### src/rtl/mult_arb_pkg.sv
// Shared types and the round-robin pick function for mult_arbiter.
// Build macro: MULT_ARB_PIPE_EN adds the CALC2 state (extra product register stage).
package mult_arb_pkg;

`ifdef MULT_ARB_PIPE_EN
    typedef enum logic [1:0] {IDLE, CALC, RESP, CALC2} state_t;
`else
    typedef enum logic [1:0] {IDLE, CALC, RESP} state_t;
`endif

    // Upper bound on requesters that rr_pick can scan.
    localparam int MAX_REQ = 64;
    localparam int IDX_W   = 6;

    // First set bit of valid[0 +: n], starting at ptr and wrapping.
    // Returns the found flag; idx is valid only when found.
    function automatic logic rr_pick(
        input  logic [MAX_REQ-1:0] valid,
        input  int unsigned        ptr,
        input  int unsigned        n,
        output int unsigned        idx
    );
        logic        found;
        int unsigned cand;
        found = 1'b0;
        idx   = 0;
        for (int unsigned k = 0; k < MAX_REQ; k++) begin
            cand = ptr + k;
            if (cand >= n) cand = cand - n;
            if (k < n && !found && valid[cand[IDX_W-1:0]]) begin
                found = 1'b1;
                idx   = cand;
            end
        end
        return found;
    endfunction

endpackage

### src/rtl/mult_arbiter_multiplier.sv
// Combinational unsigned SIZE x SIZE multiplier shared by the arbiter.
module multiplier #(
    parameter int SIZE = 4
) (
    input  logic [SIZE-1:0]   i_a,
    input  logic [SIZE-1:0]   i_b,
    output logic [2*SIZE-1:0] o_prod
);

    assign o_prod = (2*SIZE)'(i_a) * (2*SIZE)'(i_b);

endmodule

### src/rtl/mult_arbiter.sv
// Round-robin arbiter sharing one multiplier among N_REQ valid/ready requesters.
// Build macro: MULT_ARB_PIPE_EN inserts a CALC2 stage after the multiplier.
module mult_arbiter
    import mult_arb_pkg::*;
#(
    parameter int SIZE  = 4,
    parameter int N_REQ = 2,
    parameter int ID_W  = $clog2(N_REQ)
) (
    input  logic                  clk,
    input  logic                  rst_n,
    input  logic [N_REQ-1:0]      req_valid,
    input  logic [N_REQ*SIZE-1:0] req_a,
    input  logic [N_REQ*SIZE-1:0] req_b,
    output logic [N_REQ-1:0]      req_ready,
    output logic                  rsp_valid,
    output logic [2*SIZE-1:0]     rsp_data,
    output logic [ID_W-1:0]       rsp_id,
    input  logic                  rsp_ready,
    output logic                  busy
);

    state_t              r_state;
    logic [ID_W-1:0]     r_rr_ptr;
    logic [ID_W-1:0]     r_gnt_id;
    logic [ID_W-1:0]     r_rsp_id;
    logic [SIZE-1:0]     r_op_a;
    logic [SIZE-1:0]     r_op_b;
    logic [2*SIZE-1:0]   r_rsp_data;
    logic                r_rsp_valid;
    logic                r_busy;
`ifdef MULT_ARB_PIPE_EN
    logic [2*SIZE-1:0]   r_prod_q;
`endif

    logic                w_found;
    logic [ID_W-1:0]     w_gnt;
    logic [N_REQ-1:0]    w_req_ready;
    logic                w_accept;
    logic [SIZE-1:0]     w_sel_a;
    logic [SIZE-1:0]     w_sel_b;
    logic [2*SIZE-1:0]   w_prod;
    logic [ID_W-1:0]     w_ptr_next;

    always_comb begin : arb_pick
        int unsigned v_idx;
        v_idx   = 0;
        w_found = rr_pick(MAX_REQ'(req_valid), 32'(r_rr_ptr), N_REQ, v_idx);
        w_gnt   = ID_W'(v_idx);
    end

    // Gating with rst_n keeps req_ready low while reset is held.
    always_comb begin
        w_req_ready = '0;
        if (rst_n && r_state == IDLE && w_found)
            w_req_ready[w_gnt] = 1'b1;
    end

    assign w_accept   = |w_req_ready;
    assign w_sel_a    = req_a[w_gnt*SIZE +: SIZE];
    assign w_sel_b    = req_b[w_gnt*SIZE +: SIZE];
    assign w_ptr_next = (r_gnt_id == ID_W'(N_REQ-1)) ? '0 : r_gnt_id + 1'b1;

    multiplier #(.SIZE(SIZE)) u_mult (
        .i_a    (r_op_a),
        .i_b    (r_op_b),
        .o_prod (w_prod)
    );

    always_ff @(posedge clk or negedge rst_n) begin
        if (!rst_n) begin
            r_state     <= IDLE;
            r_rr_ptr    <= '0;
            r_gnt_id    <= '0;
            r_rsp_id    <= '0;
            r_op_a      <= '0;
            r_op_b      <= '0;
            r_rsp_data  <= '0;
            r_rsp_valid <= 1'b0;
            r_busy      <= 1'b0;
`ifdef MULT_ARB_PIPE_EN
            r_prod_q    <= '0;
`endif
        end else begin
            case (r_state)
                IDLE: begin
                    if (w_accept) begin
                        r_op_a   <= w_sel_a;
                        r_op_b   <= w_sel_b;
                        r_gnt_id <= w_gnt;
                        r_busy   <= 1'b1;
                        r_state  <= CALC;
                    end
                end
                CALC: begin
`ifdef MULT_ARB_PIPE_EN
                    r_prod_q    <= w_prod;
                    r_state     <= CALC2;
`else
                    r_rsp_data  <= w_prod;
                    r_rsp_id    <= r_gnt_id;
                    r_rsp_valid <= 1'b1;
                    r_state     <= RESP;
`endif
                end
`ifdef MULT_ARB_PIPE_EN
                CALC2: begin
                    r_rsp_data  <= r_prod_q;
                    r_rsp_id    <= r_gnt_id;
                    r_rsp_valid <= 1'b1;
                    r_state     <= RESP;
                end
`endif
                RESP: begin
                    // Pointer advances only when the response retires.
                    if (rsp_ready) begin
                        r_rsp_valid <= 1'b0;
                        r_busy      <= 1'b0;
                        r_rr_ptr    <= w_ptr_next;
                        r_state     <= IDLE;
                    end
                end
                default: r_state <= IDLE;
            endcase
        end
    end

    assign req_ready = w_req_ready;
    assign rsp_valid = r_rsp_valid;
    assign rsp_data  = r_rsp_data;
    assign rsp_id    = r_rsp_id;
    assign busy      = r_busy;

endmodule
### config.mk
export PLATFORM = sky130hd
export DESIGN_NAME = mult_arbiter
export DESIGN_NICKNAME = d
export VERILOG_FILES = /design/src/rtl/mult_arb_pkg.sv /design/src/rtl/mult_arbiter_multiplier.sv /design/src/rtl/mult_arbiter.sv
export SDC_FILE = /design/constraint.sdc
export NUM_CORES = 1
export LEC_CHECK = 0
export CAP_MARGIN = 30
export CORE_MARGIN = 1.5
export CORE_UTILIZATION = 45
export CTS_BUF_LIST = sky130_fd_sc_hd__clkbuf_4 sky130_fd_sc_hd__clkbuf_8 sky130_fd_sc_hd__clkbuf_16
export DETAILED_ROUTE_END_ITERATION = 10
export PLACE_DENSITY_LB_ADDON = 0.15
export SETUP_SLACK_MARGIN = 0.15
export SLEW_MARGIN = 20
export SYNTH_ARGS = -nofsm -noshare
export SYNTH_HDL_FRONTEND = slang
export SYNTH_HIERARCHICAL = 1
export SYNTH_SLANG_ARGS = --single-unit
### constraint.sdc
create_clock -name clk -period 3.4 [get_ports clk]
set_clock_uncertainty 0.2 [all_clocks]
set_input_delay 0.68 -clock clk [delete_from_list [all_inputs] [get_ports clk]]
set_output_delay 0.68 -clock clk [all_outputs]
set_load 0.1 [all_outputs]
Word-level counts from Yosys, hierarchy flattened
Index checks and enable logic that the tools add are counted.
- add/subtract/negate cells: 4
- multipliers: 1
- magnitude comparators: 6
- eq/ne operators: 4
- shifts and indexed selects: 2
- multiplexer cells: 21
- reduce and logical (&&, ||, !) cells: 14
- operators with widths (operator ; number):
    variable part select 8 x 4 -> 4 bit ; 2
    less-than comparator 6 x 7 -> 1 bit, second input constant ; 2
    binary-select mux 1 bit (select 6 bit) ; 2
    2-to-1 mux 6 bit ; 2
    2-to-1 mux 1 bit ; 10
    multiplier 4 x 4 -> 8 bit ; 1
    AND reduction 2 bit ; 4
    2-to-1 mux 2 bit ; 3
    one-hot mux 2 bit (3 select lines) ; 1
    logical AND 1 bit ; 4
    inequality test 2 bit, second input constant ; 2
    one-hot mux 1 bit (2 select lines) ; 2
    nonzero test 2 bit ; 2
    AND reduction 3 bit ; 1
    subtractor 1 x 2 -> 3 bit, second input constant ; 1
    subtractor 2 x 2 -> 3 bit, second input constant ; 1
    adder 1 x 1 -> 2 bit, second input constant ; 1
    equality test 2 x 1 -> 1 bit, second input constant ; 1
    equality test 2 bit, second input constant ; 1
    >= comparator 1 x 2 -> 1 bit, second input constant ; 1
    >= comparator 2 bit, second input constant ; 1
    logical NOT 2 bit ; 1
    less-than comparator 1 x 2 -> 1 bit, second input constant ; 1
    OR reduction 2 bit ; 1
    other kinds (4) ; 4
- register bits: 23
- input bits: 21
- output and inout port bits: 13

Depth between registers and ports, before layout
Gate-level depths: netlist (run 1).
- depth in word-level cells: 16
- mapped depth: 9
- gate-level depth less buffers: 9

Cells and area by module
The synthesis (run 1) kept the hierarchy.
- modules (own cells, without submodules) (module ; instances ; cells each ; area each (um2) ; sequential area each (um2)):
    mult_arbiter ; 1 ; 76 ; 1004.7 ; 575.6
    multiplier ; 1 ; 51 ; 449.2 ; 0.0

Worst setup path before layout (run 1)
Ideal clock, no wire load.
- path kind: input to output
- start: input port rst_n
- end: output port req_ready[1]
- data arrival time: 3.183 ns
- data required time: 2.520 ns
- setup slack: -0.663 ns
- stages on the path: 2
- buffers on the path: 0
- cell sequence: or3b_4 -> nor3_1
- word-level cells in the longest chain between the ends: 3
- RTL lines (what ; line ; source):
    start, declared ; mult_arbiter.sv:11 ; input logic rst_n,
    logical AND 1 bit (2 in a row) ; mult_arbiter.sv:55 ; if (rst_n && r_state == IDLE && w_found)
    2-to-1 mux 2 bit ; mult_arbiter.sv:55 ;
    end, declared ; mult_arbiter.sv:15 ; output logic [N_REQ-1:0] req_ready,
Every way passes these cells.

Worst setup path in the final report (run 1)
- start: register r_op_a[0]
- end: register r_rsp_data[7], in the netlist rsp_data[7]
- word-level cells in the longest chain between the ends: 1
- RTL lines (what ; line ; source):
    start, declared ; mult_arbiter.sv:27 ; logic [SIZE-1:0] r_op_a;
    start signal, assigned ; mult_arbiter.sv:88 ; r_op_a <= w_sel_a;
    multiplier 4 x 4 -> 8 bit ; mult_arbiter_multiplier.sv:10 ; assign o_prod = (2*SIZE)'(i_a) * (2*SIZE)'(i_b);
    via w_prod[7] ; mult_arbiter.sv:42 ; logic [2*SIZE-1:0] w_prod;
    end signal, assigned ; mult_arbiter.sv:100 ; r_rsp_data <= w_prod;
    end, declared ; mult_arbiter.sv:29 ; logic [2*SIZE-1:0] r_rsp_data;
The timed path passes the listed nets, and every way through them passes these cells.
A chain may end at the register's enable or synchronous reset.

==> summary.txt, run 1 <==
Cells and area
  – Layout cell share with drive strength beyond 1: 22.1%
  – Fin cells: roughly 210
  – Final core occ: approximately three fifths
  – Nets: 201
  – Area delta synth->final: 28.7%
  – N_diodes: 0
  – Commonest non-fill, non-tap cell in the layout: dfrtp_1
  – Commonest non-fill, non-tap cells in the layout: 23 x dfrtp_1, 20 x clkdlybuf4s50_1, 14 x buf_4
  – Filler cells: 271

Timing
  – Slew @ Worst Pin: 774 ps
  – Setup TNS: 0 ps
  – Final worst-path cycle share: 90.7%
  – Fmax achieved: 324 MHz
  – Hold Vio Cnt, Final: 0
  – Max Slew Vio Count: 0
  – Final critical path time including I/O delays and setup: 3080 ps
  – Min Hold Slack: around 300 ps
  – RSZ-0062 raised after global routing: false
  – Max-Slew Margin vs Limit: 48.3%
  – Endpoints failing setup: 0

Placement
  – RD Place Congestion: 0.710
  – Post-detailed-placement half-perimeter wirelength: approximately 2300 µm
  – Port Buf Inserts: 33
  – Placed cell count: 201

Global routing
  – GR Layer Usage met3: 2.38%
  – Total grt overflow: 0
  – First-pass GRT wire length: roughly 4800 µm
  – GR peak layer: met2
  – Met2 Use GR: 31.4%
  – Global-route usage over all layers: 17.9%
  – Vias in the first global route: about 1100
  – Largest net degree at the start of global routing: 26
  – Initial antenna violation count: 0
  – Met1 Track Usage GR: about 22%

Floorplan
  – DIE AREA: 3580 µm²
  – Core ar.: 3050 µm²
  – Row count: 20
  – Starting Density: 47.6%
  – Chip height: 59.8 µm
  – Io pins: 34
  – Die width: 59.8 µm

Critical path
  – Max Fanout on Critical Path: 5
  – WP data required: 3410 ps
  – R2r endpoint: rsp_data[7]$_DFFE_PN0P_
  – Critical Path Sink Type: flop
  – Crit path kind: flop to flop
  – R2R setup slack: 320 ps
  – Arrival time at the worst endpoint: 3100 ps
  – Start of the worst register-to-register path: r_op_a[0]$_DFFE_PN0P_
  – Worst r2r path cells: 9
  – Startpoint type of the worst setup path: flop

Logic synthesis
  – Ys Warns: 6
  – Most used flip-flop cell after synthesis: dfrtp_1
  – Mean Syn Cell Area: 11.4 µm²
  – Top cell type's share of synthesized area: between 30% and 40%
  – Post-synthesis async set-or-reset flop share: between 90% and 100%
  – Synth area leaders: dfrtp_1 40%, ha_1 10%, mux2_2 6.2%, and2_1 5.6%, fa_1 5.5%
  – EDFF count, synth: 0
  – FF+latch count, synth: 23
  – Mapped Cells: 127
  – Sequential share of the synthesized area: 39.6%
  – Post-Synthesis Cell Area: 1450 µm²
  – Syn Nets: 164
  – Unique cell type count in the Yosys netlist: 36
  – Area leader, netlist: dfrtp_1

CTS
  – Clk_lat worst skew: 310 ps
  – Reg clk slew, reported paths: 130 ps
  – CTS sink count: 23
  – Clk buf depth: 2
  – CTS tree: built
  – H-tree depth: 1
  – CTS Buf Count: 3
  – Root Driver: clkbuf_4

Hold path
  – Worst Hold Launch: busy$_DFFE_PN0P_
  – Hold path depth: 1
  – Min-Delay Path Class: flop to flop
  – Hold EP: busy$_DFFE_PN0P_

Detailed routing
  – Post-route ant nets: 0
  – Drt pass-1 iters: 4
  – Total routed wirelength: 2890 µm
  – Routed vias/inst: 5.28
  – Wirelength per Cell: approximately 14 µm
  – Drt drc: 0
  – Drt first-iter violations: 34
  – Vias: roughly 1100

Outcome
  – Run status: completed

Run
  – Max-cap viol count: 0
## metal layers
metal  routed length [µm]  vias up
met4                   18        0
met5                    0        -
met3                  110        2
li1                     -      544
met1                 1310      518
met2                 1460       28
## synth_stat cells (all sizes together), types with 2 or more instances
library cell and instances:
mux2 9, nor2b 3, a21oi 5, dfrtp 23, inv 3, nor3b 3
xnor2 2, a2bb2oi 8, nor2 6, ha 12, a21o 3, nand2 5
fa 4, and2 13, o21ai 2, buf 2, o32ai 8, clkbuf 2
## worst max-delay path, stage by stage, from the launching register on
cell and delay, ps:
dfrtp_1 430, nand2_1 100, fa_1 550, inv_1 60
fa_1 490, ha_1 350, a211oi_2 210, nor2_1 80
a211o_1 270, mux2_2 260
## registers in the layout (all words and copies together), names as in the netlist
name       count
busy           1
r_op_b         4
r_op_a         4
rsp_id         1
r_state        2
r_rr_ptr       1
rsp_data       8
rsp_valid      1
r_gnt_id       1
## worst max-delay path by stage
stage | startpoint | endpoint | cells after the start
after floorplan | rst_n | req_ready[1] | 2
after CTS | r_op_a[0]$_DFFE_PN0P_ | rsp_data[7]$_DFFE_PN0P_ | 9
after detailed placement | r_op_a[0]$_DFFE_PN0P_ | rsp_data[7]$_DFFE_PN0P_ | 9
final | r_op_a[0]$_DFFE_PN0P_ | rsp_data[7]$_DFFE_PN0P_ | 9
after global placement | r_op_a[0]$_DFFE_PN0P_ | rsp_data[7]$_DFFE_PN0P_ | 9
after global routing | r_op_a[0]$_DFFE_PN0P_ | rsp_data[7]$_DFFE_PN0P_ | 9
## timing repair
item,CTS,global route
setup buffers,0,2
gates resized for setup,0,1
hold buffers,0,0
endpoints found under the setup margin,0,2
## through the flow
step / cell area, µm² / setup slack (ps)
final: 1870 / 317
after global routing: 1870 / 145
after CTS: 1850 / 183
after detailed placement: 1820 / 220
after global placement: 1820 / 332
after floorplan: 1460 / 204
## cell families (layout without fill, tap and decap cells)
group,Yosys count,in the layout,share of synthesized area [%]
flip-flops,23,23,39.6
AO/OA/AOI/OAI,32,32,17.0
multiplexers,9,9,6.97
adder cells (fa/ha/maj),16,16,15.8
AND/OR/NAND/NOR,36,36,16.1
XOR/XNOR,3,3,1.81
buffers and inverters,8,44,2.67
## layout make-up
| cell class | count | area, µm² | share of cell area (%) |
|---|---|---|---|
| clock buffer | 3 | 22.5 | 1.20 |
| clock inverter | 1 | 5.00 | 0.268 |
| inverter | 4 | 15.0 | 0.803 |
| multi-input combinational | 96 | 852 | 45.6 |
| sequential | 23 | 576 | 30.8 |
| tap | 44 | 55.1 | 2.94 |
| timing repair buffer | 36 | 345 | 18.5 |
Power of run 1 is not shown: default switching activity piles up to over one toggle a cycle in this logic, so the estimate is an artifact.
==> inputs of run 2 (changes only) <==
--- a/config.mk
+++ b/config.mk
@@ -7,12 +7,13 @@
 export LEC_CHECK = 0
 export CAP_MARGIN = 30
 export CORE_MARGIN = 1.5
-export CORE_UTILIZATION = 45
+export CORE_UTILIZATION = 49
 export CTS_BUF_LIST = sky130_fd_sc_hd__clkbuf_4 sky130_fd_sc_hd__clkbuf_8 sky130_fd_sc_hd__clkbuf_16
+export CTS_CLUSTER_SIZE = 20
 export DETAILED_ROUTE_END_ITERATION = 10
 export PLACE_DENSITY_LB_ADDON = 0.15
 export SETUP_SLACK_MARGIN = 0.15
-export SLEW_MARGIN = 20
+export SLEW_MARGIN = 40
 export SYNTH_ARGS = -nofsm -noshare
 export SYNTH_HDL_FRONTEND = slang
 export SYNTH_HIERARCHICAL = 1
==> summary.txt, run 2 (synthesis gave the netlist of run 1 again) <==
Placement
  – Placed cell count: 188 (-6.5%)
  – Port Buf Inserts: 33 (unchanged)
  – Pre-CTS setup slack: 248 ps (+28.1 ps)
  – Post-detailed-placement half-perimeter wirelength: 2210 µm (-5.2%)
  – Area after DPL: 1810 µm² (-0.89%)
  – RD Place Congestion: 0.785 (+11%)

Detailed routing
  – Drt pass-1 iters: 4 (unchanged)
  – Total routed wirelength: 2770 µm (-4.4%)
  – Post-route ant nets: 0 (unchanged)
  – Routed vias/inst: 5.68 (+7.6%)
  – Drt first-iter violations: 39 (+15%)
  – Vias: 1096 (+0.37%)
  – Wirelength per Cell: 14.3 µm (+2.5%)
  – Drt drc: 0 (unchanged)

Cells and area
  – N_diodes: 0 (unchanged)
  – Commonest non-fill, non-tap cells in the layout: 23 x dfrtp_1, 20 x clkdlybuf4s50_1, 13 x buf_4, 13 x and2_1, 12 x ha_1
  – Design area: 1850 µm² (-0.94%)
  – Area delta synth->final: 27.5%
  – Layout cell share with drive strength beyond 1: 22.8% (+0.75 points)
  – Commonest non-fill, non-tap cell in the layout: dfrtp_1
  – Max reg flops: 8 (unchanged)
  – Nets: 200 (-0.50%)
  – Fin cells: 193 (-6.8%)

CTS
  – Reg clk slew, reported paths: 130 ps (about the same)
  – Clk_lat worst skew: 320 ps (about the same)
  – CTS sink count: 23 (unchanged)
  – CTS tree: built
  – H-tree depth: 1 (unchanged)
  – Clk buf depth: 2 (unchanged)
  – Hold buffers post-CTS: 0 (unchanged)
  – CTS Buf Count: 3 (unchanged)
  – Root Driver: clkbuf_4

Critical path
  – WP data required: 3420 ps (about the same)
  – Startpoint type of the worst setup path: flop
  – Arrival time at the worst endpoint: 3130 ps (+30 ps)
  – Critical Path Sink Type: flop
  – Crit path kind: flop to flop
  – Max Fanout on Critical Path: 5 (unchanged)

Timing
  – Slew @ Worst Pin: 667 ps (-107 ps)
  – Fmax achieved: 322 MHz (-0.81%)
  – Hold Vio Cnt, Final: 0 (unchanged)
  – Max Slew Vio Count: 0 (unchanged)
  – Final critical path time including I/O delays and setup: 3110 ps (+25.2 ps)
  – Final setup margin: 292 ps (-25.2 ps)
  – Final worst-path cycle share: 91.4% (+0.74 points)
  – Setup TNS: 0 ps (unchanged)
  – Max-Slew Margin vs Limit: 55.4% (+7.2 points)
  – RSZ-0062 raised after global routing: false
  – Endpoints failing setup: 0 (unchanged)

Global routing
  – Met1 Track Usage GR: 24.6% (+2.2 points)
  – First-pass GRT wire length: 4860 µm (+2.3%)
  – Largest net degree at the start of global routing: 26 (unchanged)
  – GR peak layer: met2
  – Initial antenna violation count: 0 (unchanged)
  – Total grt overflow: 0 (unchanged)
  – GR Layer Usage met3: 2.49% (+0.11 points)
  – Vias in the first global route: 1115 (+4.6%)
  – Global-route usage over all layers: 19.1% (+1.2 points)
  – Met2 Use GR: 32.8% (+1.4 points)

Floorplan
  – Starting Density: 52.3% (+4.6 points)
  – Row count: 19 (-5.0%)
  – Chip height: 57.5 µm (-4.0%)
  – Core ar.: 2780 µm² (-8.9%)
  – DIE AREA: 3300 µm² (-7.8%)
  – Io pins: 34 (unchanged)
  – Die width: 57.5 µm (-4.0%)

Run
  – Max-cap viol count: 0 (unchanged)

Hold path
  – Min-Delay Path Class: flop to flop

Outcome
  – Run status: completed
[run 2: cell types whose count changed in the layout (fill, tap and decap cells not counted), sizes merged]
| cell | previous run | this run |
|---|---|---|
| buf | 16 | 15 |
[run 2: worst max-delay path, stage by stage, from the launching register on]
cell	delay, ps
dfrtp_1	420
nand2_1	100
fa_1	540
inv_1	50
fa_1	520
ha_1	350
a211oi_2	230
nor2_1	80
a211o_1	260
mux2_2	260
[run 2: final timing paths]
path | from | to | slack [ps] | cells past startpoint
min in group asynchronous | rst_n | rsp_data[0]$_DFFE_PN0P_ | 540 | 2
setup reg to reg | r_op_a[0]$_DFFE_PN0P_ | rsp_data[7]$_DFFE_PN0P_ | 290 | 9
hold / removal | busy$_DFFE_PN0P_ | busy$_DFFE_PN0P_ | 300 | 1
setup / recovery | r_op_a[0]$_DFFE_PN0P_ | rsp_data[7]$_DFFE_PN0P_ | 290 | 9
hold reg to reg | busy$_DFFE_PN0P_ | busy$_DFFE_PN0P_ | 300 | 1
max in group asynchronous | rst_n | rsp_valid$_DFFE_PN0P_ | 2230 | 2
[run 2: timing repair]
| item | CTS | global route |
|---|---|---|
| setup endpoints to repair | 0 | 2 |
| setup buffers | 0 | 1 |
| resized for setup | 0 | 2 |
[run 2: layout make-up]
cell class / instances / area, µm²
Sequential cell: 23 / 576
Timing Repair Buffer: 35 / 338
Inverter: 4 / 15.0
Multi-Input combinational cell: 96 / 858
Tap cell: 31 / 38.8
Clock inverter: 1 / 5.00
Clock buffer: 3 / 22.5
Fill cell: 224 / 928
[run 2: layer usage]
metal  part of all wire [%]  routed length, µm
met1                     46               1280
met2                     47               1310
met4                    1.7                 48
met5                      0                  0
met3                    4.5                125
[run 2: stage by stage]
| step | hold slack [ps] | util (%) |
|---|---|---|
| finish | 299 | 66.6 |
| global route | 314 | 66.6 |
| CTS | 302 | 65.9 |
| detailed placement | 269 | 65.0 |
| global placement | 262 | 65.0 |
| floorplan | 184 | - |
Power of run 2 is left out for the same reason.
==> inputs of run 3 (changes only) <==
--- a/config.mk
+++ b/config.mk
@@ -12,7 +12,7 @@
 export CTS_CLUSTER_SIZE = 20
 export DETAILED_ROUTE_END_ITERATION = 10
 export PLACE_DENSITY_LB_ADDON = 0.15
-export SETUP_SLACK_MARGIN = 0.15
+export SETUP_SLACK_MARGIN = 0.1
 export SLEW_MARGIN = 40
 export SYNTH_ARGS = -nofsm -noshare
 export SYNTH_HDL_FRONTEND = slang
==> summary.txt, run 3 (synthesis gave the netlist of run 1 again) <==
CTS
  – CTS sink count: 23 (unchanged)
  – Reg clk slew, reported paths: 130 ps (about the same)
  – Clk buf depth: 2 (unchanged)
  – H-tree depth: 1 (unchanged)
  – Cts repair resizes: 0 (unchanged)
  – Hold buffers post-CTS: 0 (unchanged)
  – CTS Buf Count: 3 (unchanged)
  – Clk_lat worst skew: 310 ps (about the same)
  – Post-CTS Setup Repair Bufs: 0 (unchanged)
  – Root Driver: clkbuf_4
  – CTS tree: built

Placement
  – Post-detailed-placement half-perimeter wirelength: 2290 µm (+3.8%)
  – Pre-CTS setup slack: 288 ps (+39.7 ps)
  – RD Place Congestion: 0.892 (+14%)
  – Port Buf Inserts: 33 (unchanged)

Critical path
  – Crit path kind: flop to flop
  – Arrival time at the worst endpoint: 3130 ps (about the same)
  – WP data required: 3410 ps (about the same)
  – R2r endpoint: rsp_data[6]$_DFFE_PN0P_
  – Max Fanout on Critical Path: 5 (unchanged)
  – Critical Path End: rsp_data[6]$_DFFE_PN0P_
  – Critical Path Sink Type: flop
  – Startpoint type of the worst setup path: flop
  – Start of the worst register-to-register path: r_op_a[0]$_DFFE_PN0P_
  – Crit path from: r_op_a[0]$_DFFE_PN0P_
  – R2R setup slack: 280 ps (about the same)
  – Worst r2r path cells: 9 (unchanged)

Global routing
  – First-pass GRT wire length: 5130 µm (+5.4%)
  – Initial antenna violation count: 0 (unchanged)
  – Total grt overflow: 0 (unchanged)
  – Largest net degree at the start of global routing: 26 (unchanged)
  – Global-route usage over all layers: 19.7% (+0.60 points)
  – Vias in the first global route: 1176 (+5.5%)

Timing
  – Max-Slew Margin vs Limit: 57.0% (+1.6 points)
  – Max Slew Vio Count: 0 (unchanged)
  – Final critical path time including I/O delays and setup: 3120 ps (+9.70 ps)
  – Endpoints failing setup: 0 (unchanged)
  – Slew @ Worst Pin: 644 ps (-23.7 ps)
  – Setup TNS: 0 ps (unchanged)
  – RSZ-0062 raised after global routing: false
  – Hold Vio Cnt, Final: 0 (unchanged)
  – Final worst-path cycle share: 91.7% (+0.29 points)
  – Fmax achieved: 321 MHz (-0.31%)
  – Final setup margin: 283 ps (-9.70 ps)

Run
  – Max-cap viol count: 0 (unchanged)

Detailed routing
  – Total routed wirelength: 2940 µm (+6.3%)
  – Vias: 1118 (+2.0%)
  – Drt drc: 0 (unchanged)
  – Post-route ant nets: 0 (unchanged)
  – Drt first-iter violations: 30 (-23%)
  – Routed vias/inst: 5.82 (+2.5%)
  – Drt pass-1 iters: 4 (unchanged)
  – Wirelength per Cell: 15.3 µm (+6.8%)

Floorplan
  – Starting Density: 52.3% (unchanged)
  – Io pins: 34 (unchanged)
  – Row count: 19 (unchanged)
  – Core ar.: 2780 µm² (unchanged)
  – Die width: 57.5 µm (unchanged)
  – DIE AREA: 3300 µm² (unchanged)
  – Chip height: 57.5 µm (unchanged)

Cells and area
  – Layout cell share with drive strength beyond 1: 21.1% (-1.7 points)
  – N_diodes: 0 (unchanged)
  – Area delta synth->final: 26.5%
  – Commonest non-fill, non-tap cells in the layout: 23 x dfrtp_1, 20 x clkdlybuf4s50_1, 13 x and2_1
  – Nets: 199 (-0.50%)
  – Max reg flops: 8 (unchanged)
  – Commonest non-fill, non-tap cell in the layout: dfrtp_1

Hold path
  – Min-Delay Path Class: flop to flop
  – Worst Hold Launch: busy$_DFFE_PN0P_

Outcome
  – Run status: completed
==> run 3: changes by cell type in the layout (fill, tap and decap cells not counted), sizes merged <==
cell,change
buf,-1
==> run 3: how the worst min path moves through the flow <==
stage / to / slack, ps / cells after the start
global placement: busy$_DFFE_PN0P_ / 260 / 1
finish: busy$_DFFE_PN0P_ / 290 / 1
CTS: busy$_DFFE_PN0P_ / 300 / 1
global route: busy$_DFFE_PN0P_ / 330 / 1
floorplan: busy$_DFFE_PN0P_ / 180 / 0
detailed placement: busy$_DFFE_PN0P_ / 270 / 1
==> run 3: critical path, stage by stage, from the launching register on <==
cell and delay, ps:
dfrtp_1 420, nand2_1 100, fa_1 530, inv_1 50, fa_1 520, fa_1 480
a21o_1 190, a21oi_1 190, xnor2_1 90, mux2_2 260
==> run 3: layout make-up <==
type / instances / area [µm²]
Tap cell: 31 / 38.8
Timing Repair Buffer: 34 / 330
Sequential cell: 23 / 576
Inverter: 4 / 15.0
Multi-Input combinational cell: 96 / 852
Clock buffer: 3 / 22.5
Clock inverter: 1 / 5.00
Fill cell: 221 / 942
==> run 3: stage by stage <==
step / cells / hold WS (ps) / utilization (%) / cell area [µm²]
finish: 192 / 295 / 66.1 / 1840
global placement: 188 / 263 / 64.9 / 1800
CTS: 192 / 298 / 65.9 / 1830
global route: 192 / 326 / 66.1 / 1840
floorplan: 127 / 184 / - / 1460
detailed placement: 188 / 268 / 64.9 / 1800
==> run 3: layer usage <==
layer  up-vias  routed length [µm]  GRT usage [%]
met2        29                1490           35.1
met5         -                   0              0
li1        536                   -              -
met1       551                1290           24.6
met4         0                  19           3.99
met3         2                 143           4.31
Power of run 3 is left out for the same reason.
